[config.mk]
export PLATFORM = sky130hd
export DESIGN_NAME = tdc_therm_encoder
export DESIGN_NICKNAME = d
export VERILOG_FILES = /design/src/rtl/tdc_pkg.sv /design/src/rtl/tdc_therm2bin.sv /design/src/rtl/tdc_therm_encoder.sv
export SDC_FILE = /design/constraint.sdc
export NUM_CORES = 1
export LEC_CHECK = 0
export BUFFER_PORTS_ARGS = -buffer_cell sky130_fd_sc_hd__buf_2
export CAP_MARGIN = 15
export CORE_ASPECT_RATIO = 1.1
export CORE_MARGIN = 2
export CORE_UTILIZATION = 64
export CTS_CLUSTER_DIAMETER = 200
export CTS_CLUSTER_SIZE = 8
export DETAILED_ROUTE_END_ITERATION = 16
export GPL_TIMING_DRIVEN = 0
export PLACE_DENSITY = 0.95
export SETUP_SLACK_MARGIN = 0.2
export SYNTH_ARGS = -nofsm -noshare
export SYNTH_HDL_FRONTEND = slang
export SYNTH_HIERARCHICAL = 1
export SYNTH_SLANG_ARGS = --single-unit
export TNS_END_PERCENT = 50
[constraint.sdc]
create_clock -name clk -period 2.9 [get_ports clk]
set_clock_uncertainty 0.15 [all_clocks]
set_input_delay 0.58 -clock clk [delete_from_list [all_inputs] [get_ports clk]]
set_output_delay 0.58 -clock clk [all_outputs]
set_load 0.01 [all_outputs]
[src/rtl/tdc_pkg.sv]
// Shared types and helpers for the TDC thermometer encoder.
package tdc_pkg;

   typedef enum logic [1:0] {
      ACCUM = 2'd0,
      DRAIN = 2'd1,
      DONE  = 2'd2
   } tdc_state_e;

   function automatic int unsigned cnt_width(input int unsigned n_delay);
      return $clog2(n_delay + 1);
   endfunction

   function automatic logic maj3(input logic a, input logic b, input logic c);
      return (a & b) | (a & c) | (b & c);
   endfunction

endpackage

[src/rtl/tdc_therm2bin.sv]
// Bubble-corrects a thermometer word and encodes its leading edge.
module tdc_therm2bin
   import tdc_pkg::*;
#(
   parameter  int unsigned N_DELAY = 32,
   localparam int unsigned CNT_W   = cnt_width(N_DELAY)
) (
   input  logic [N_DELAY-1:0] therm,
   output logic [CNT_W-1:0]   code_c,
   output logic               sat_c,
   output logic               bubble_c
);

   logic [N_DELAY+1:0] ext;
   logic [N_DELAY-1:0] corr;

   // Stage below the first is treated as fired, stage past the last as not.
   assign ext = {1'b0, therm, 1'b1};

   for (genvar i = 0; i < N_DELAY; i++) begin : g_maj
      assign corr[i] = maj3(ext[i], ext[i+1], ext[i+2]);
   end

   // Lowest zero wins; all ones encodes to N_DELAY.
   always_comb begin
      code_c = CNT_W'(N_DELAY);
      for (int i = int'(N_DELAY) - 1; i >= 0; i--) begin
         if (!corr[i]) code_c = CNT_W'(i);
      end
   end

   assign sat_c    = (code_c == CNT_W'(N_DELAY));
   assign bubble_c = (corr != therm);

endmodule

[src/rtl/tdc_therm_encoder.sv]
// Encodes TDC thermometer samples and reports per-batch mean/min/max and flags.
module tdc_therm_encoder
   import tdc_pkg::*;
#(
   parameter  int unsigned N_DELAY  = 32,
   parameter  int unsigned ACC_LOG2 = 4,
   localparam int unsigned CNT_W    = cnt_width(N_DELAY)
) (
   input  logic               clk,
   input  logic               rst_n,
   input  logic [N_DELAY-1:0] therm_in,
   input  logic               in_valid,
   output logic               in_ready,
   input  logic               clr,
   output logic               out_valid,
   input  logic               out_ready,
   output logic [CNT_W-1:0]   out_mean,
   output logic [CNT_W-1:0]   out_min,
   output logic [CNT_W-1:0]   out_max,
   output logic               out_sat,
   output logic               out_bubble
);

   localparam int unsigned       ACC_W    = CNT_W + ACC_LOG2;
   localparam int unsigned       BCNT_W   = ACC_LOG2 + 1;
   localparam logic [BCNT_W-1:0] LAST_IDX = BCNT_W'((1 << ACC_LOG2) - 1);
   localparam logic [CNT_W-1:0]  MIN_INIT = '1;

   tdc_state_e         state;
   logic               s1_valid;
   logic [N_DELAY-1:0] s1_therm;
   logic               s2_valid;
   logic [CNT_W-1:0]   s2_code;
   logic               s2_sat;
   logic               s2_bubble;
   logic [ACC_W-1:0]   acc;
   logic [BCNT_W-1:0]  batch_cnt;
   logic               first_smp;
   logic [CNT_W-1:0]   enc_code;
   logic               enc_sat;
   logic               enc_bubble;
   logic               accept;

   assign accept   = in_valid & in_ready & ~clr;
   assign out_mean = CNT_W'(acc >> ACC_LOG2);

   tdc_therm2bin #(
      .N_DELAY (N_DELAY)
   ) u_therm2bin (
      .therm    (s1_therm),
      .code_c   (enc_code),
      .sat_c    (enc_sat),
      .bubble_c (enc_bubble)
   );

   // Pipeline, statistics and batch FSM.
   always_ff @(posedge clk or negedge rst_n) begin
      if (!rst_n) begin
         state      <= ACCUM;
         in_ready   <= 1'b1;
         out_valid  <= 1'b0;
         s1_valid   <= 1'b0;
         s1_therm   <= '0;
         s2_valid   <= 1'b0;
         s2_code    <= '0;
         s2_sat     <= 1'b0;
         s2_bubble  <= 1'b0;
         acc        <= '0;
         batch_cnt  <= '0;
         first_smp  <= 1'b1;
         out_min    <= '0;
         out_max    <= '0;
         out_sat    <= 1'b0;
         out_bubble <= 1'b0;
      end else if (clr) begin
         state      <= ACCUM;
         in_ready   <= 1'b1;
         out_valid  <= 1'b0;
         s1_valid   <= 1'b0;
         s2_valid   <= 1'b0;
         acc        <= '0;
         batch_cnt  <= '0;
         first_smp  <= 1'b1;
         out_min    <= MIN_INIT;
         out_max    <= '0;
         out_sat    <= 1'b0;
         out_bubble <= 1'b0;
      end else begin
         s1_valid <= accept;
         if (accept) s1_therm <= therm_in;

         s2_valid <= s1_valid;
         if (s1_valid) begin
            s2_code   <= enc_code;
            s2_sat    <= enc_sat;
            s2_bubble <= enc_bubble;
         end

         // The first sample of a batch seeds min regardless of its reload value.
         if (s2_valid) begin
            acc        <= acc + ACC_W'(s2_code);
            out_min    <= (first_smp || (s2_code < out_min)) ? s2_code : out_min;
            out_max    <= (s2_code > out_max) ? s2_code : out_max;
            out_sat    <= out_sat | s2_sat;
            out_bubble <= out_bubble | s2_bubble;
            first_smp  <= 1'b0;
         end

         unique case (state)
            ACCUM: begin
               if (accept) begin
                  batch_cnt <= batch_cnt + BCNT_W'(1);
                  if (batch_cnt == LAST_IDX) begin
                     state    <= DRAIN;
                     in_ready <= 1'b0;
                  end
               end
            end
            DRAIN: begin
               // No accepts in DRAIN, so an empty S1 means S2 holds the last sample.
               if (s2_valid && !s1_valid) begin
                  state     <= DONE;
                  out_valid <= 1'b1;
               end
            end
            DONE: begin
               if (out_ready) begin
                  state      <= ACCUM;
                  in_ready   <= 1'b1;
                  out_valid  <= 1'b0;
                  acc        <= '0;
                  batch_cnt  <= '0;
                  first_smp  <= 1'b1;
                  out_min    <= MIN_INIT;
                  out_max    <= '0;
                  out_sat    <= 1'b0;
                  out_bubble <= 1'b0;
               end
            end
            default: begin
               state    <= ACCUM;
               in_ready <= 1'b1;
            end
         endcase
      end
   end

endmodule

==> parameters.txt <==
Parameter                              Value

Status
  Status    finished, final reports clean

CTS
  Total clock sinks    76
  Clock tree from TritonCTS    done
  Deepest clock path buffer count    2
  Setup repair bufs after CTS    0
  Post-CTS sizing    0
  Clock Pin Slew Worst Setup and Hold Paths    0.10 ns
  Post-CTS Hold Fix Bufs    0
  Insertion delay to the later sink of the worst-skew pair    roughly 0.38 ns
  Total number of H-tree levels    3
  Cell chosen for the clock root    sky130_fd_sc_hd__clkbuf_8
  Total CTS buffers    9

Job
  Max-cap check violation count    0

Synthesis
  Number of warnings issued by yosys    6
  Syn Std Cell Area    around 0.0053 mm²
  Synth Register Bits    between 70 and 80
  Mean post-synth cell area    around 9 µm²
  Syn Nets    639
  Proportion of synthesized chip area in sequential cells    0.361
  Unique cell type count in the Yosys netlist    77
  Count of flip-flops with a built-in enable after synthesis    0
  Most common flop cell mapped by yosys    sky130_fd_sc_hd__dfrtp_1
  Number of standard cells after synthesis    582
  Share of synthesized flip-flops with an asynchronous set or reset    1.00

STA
  Slew headroom    0.369
  Worst Tran Pin Value    0.947 ns
  Minimum period implied by the final worst setup slack    2.35 ns
  Post-route clock period utilization    0.810
  Setup repair after global routing missed its margin    no
  Total negative slack for setup checks    0 ns
  Final setup slack of the worst path    0.550 ns
  Fmax    0.425 GHz
  Number of setup violations in the final report    0
  Pins over their slew limit    0
  Final hold violation count    0

Place
  Area after DPL    0.00570 mm²
  Pre-CTS WS    0.624 ns
  Final RePlAce weighted congestion    0.898
  Final HPWL DP    roughly 9200 µm
  Number of port buffers    58
  Count of placed standard cells including taps    748

Floorplan
  Std cell rows    34
  Horiz. Die Dim    between 90 and 100 µm
  Vert. Die Dim    99.2 µm
  Starting utilization of the core area    0.662
  I/O pin total    59
  Area inside the core boundary    approximately 0.0080 mm²
  Area of the die    0.00898 mm²

Critical path
  Reg2reg setup slack    approximately 0.55 ns
  Type of the worst setup path    reg -> reg
  Required time worst endpoint    ~3 ns
  Data arrival at the endpoint of the critical path    between 2 and 2.5 ns
  Nature of the critical path endpoint    flop
  Startpoint types    flop
  Critical-path maximum fanout    9

Detailed routing
  WL final    13000 µm
  Number of vias per cell after detailed routing    6.34
  DRC violation total after the first TritonRoute iteration    between 300 and 400
  Number of iterations in the first detailed-routing pass    6
  Remaining antenna violation count    0
  Vias    4840
  DRC violation count after routing    0
  Routed wirelength normalized by instance count    17.0 µm

Pwr
  Sequential Power Share    0.372
  Relative contribution of the clock network to total power    0.293
  Combinational cell fraction of total power    0.335
  Switching power as a share of total power    0.353
  Net switching power of the design    1230 µW
  Power density over the cells    584 mW/mm²
  Cell leakage power    0.00272 µW
  Internal power    2250 µW
  Worst vdd ir    357 µV

Global routing
  Vias in the first global route    between 4000 and 5000
  First-pass GRT wire length    roughly 22000 µm
  Number of antenna violations at the first check in global routing    0
  Remaining global-route overflow    0
  Pin count of the biggest net entering global routing    77
  Overall global routing resource usage    0.298

Layout
  Filler Cell Count    ~600
  Leading cell type in the layout, fill and taps excluded    sky130_fd_sc_hd__buf_2
  Final cell area excluding filler cells    0.00594 mm²
  Area delta synth->final    12.8%
  Share of cells above drive strength 1    0.265
  Final cell count without fillers    764
  Commonest cells after routing, fill and taps aside    sky130_fd_sc_hd__buf_2 (82), sky130_fd_sc_hd__dfrtp_1 (74), sky130_fd_sc_hd__nand2_1 (44), sky130_fd_sc_hd__a21oi_1 (41), sky130_fd_sc_hd__o21ai_0 (41)
  Number of antenna repair diodes    0
  Number of nets in the finished design    708

Worst hold path
  Path class of the lowest-slack min-delay path    in -> async
==> logic make-up (layout without fill, tap and decap cells) <==
kind of cell    Yosys count  in the layout  share of synthesized area
compound gates          190            190                      0.242
flops                    76             76                      0.361
simple gates            161            161                      0.151
fa+ha+maj                22             22                     0.0529
mux                      42             42                     0.0888
buf+inv                  83            157                     0.0902
xor+xnor                  8              8                     0.0133
==> synth_stat cells (8+ instances only) <==
library cell	count	area, µm²
sky130_fd_sc_hd__a21o_1	8	60.1
sky130_fd_sc_hd__o211ai_1	9	67.6
sky130_fd_sc_hd__a31oi_1	10	62.6
sky130_fd_sc_hd__inv_1	31	116
sky130_fd_sc_hd__nand2_1	44	165
sky130_fd_sc_hd__o22ai_1	10	62.6
sky130_fd_sc_hd__a21oi_1	41	205
sky130_fd_sc_hd__nor2b_1	10	62.6
sky130_fd_sc_hd__nand3_1	13	65.1
sky130_fd_sc_hd__dfrtp_1	74	1850
sky130_fd_sc_hd__nand2b_1	13	81.3
sky130_fd_sc_hd__ha_1	19	238
sky130_fd_sc_hd__mux2_2	38	428
sky130_fd_sc_hd__o221ai_1	9	78.8
sky130_fd_sc_hd__nor2_1	38	143
sky130_fd_sc_hd__o21ai_0	41	205
sky130_fd_sc_hd__buf_2	25	125
sky130_fd_sc_hd__nor3_1	12	60.1
sky130_fd_sc_hd__buf_4	11	82.6
==> worst max-delay path, stage by stage, from the launching register on <==
cell and delay [ns]:
sky130_fd_sc_hd__dfrtp_1 0.38, sky130_fd_sc_hd__buf_2 0.18, sky130_fd_sc_hd__o21ai_1 0.15, sky130_fd_sc_hd__a21boi_0 0.22
sky130_fd_sc_hd__o41ai_1 0.13, sky130_fd_sc_hd__a221oi_1 0.43, sky130_fd_sc_hd__o221ai_1 0.21, sky130_fd_sc_hd__a21oi_1 0.24
sky130_fd_sc_hd__nand2_1 0.09, sky130_fd_sc_hd__o21ai_0 0.09
==> metal layers <==
layer	GRT usage	part of all wire	vias up
li1	-	-	2275
met5	0	0	-
met4	0.140	0.036	0
met2	0.530	0.50	235
met3	0.0576	0.061	52
met1	0.347	0.40	2278
==> path summary, 6_finish.rpt <==
check	start	end	cells after the start
min in group clk	therm_in[1]	s1_therm[1]	2
setup reg to reg	s1_therm[25]	s2_code[1]	9
hold / removal	rst_n	acc[4]	1
hold reg to reg	batch_cnt[4]	batch_cnt[4]	2
setup / recovery	s1_therm[25]	s2_code[1]	9
max in group asynchronous	rst_n	s1_therm[7]	1
==> stage by stage <==
stage / util / power, µW / hold WS, ns
5_1_grt: 0.747 / 3650 / 0.283
2_1_floorplan: - / 2130 / 0.134
3_3_place_gp: 0.716 / 2360 / 0.307
3_5_place_dp: 0.716 / 2430 / 0.322
4_1_cts: 0.747 / 3450 / 0.242
6_report: 0.747 / 3470 / 0.195
==> flip-flops by register name, summed over array words and instances, names as in the netlist, 2 cells and up <==
signal / cells
batch_cnt: 5
acc: 10
state: 2
out_max: 6
out_min: 6
s1_therm: 32
s2_code: 6
==> power groups by stage <==
stage          clock network [µW]  registers (µW)  logic (µW)
4_1_cts                      1030            1290        1130
3_3_place_gp                    0            1300        1060
3_5_place_dp                    0            1310        1120
6_report                     1020            1290        1160
2_1_floorplan                   0            1270         861
5_1_grt                      1070            1310        1270
==> layout make-up <==
class / instances / area [µm²] / area share
sequential: 76 / 1900 / 0.320
tap: 108 / 135 / 0.0227
clock inverter: 7 / 121 / 0.0204
buffer: 50 / 344 / 0.0579
multi-input combinational: 423 / 2890 / 0.486
inverter: 33 / 131 / 0.0221
clock buffer: 9 / 124 / 0.0208
timing repair buffer: 58 / 293 / 0.0493
Power figures use the tool's default switching activity.
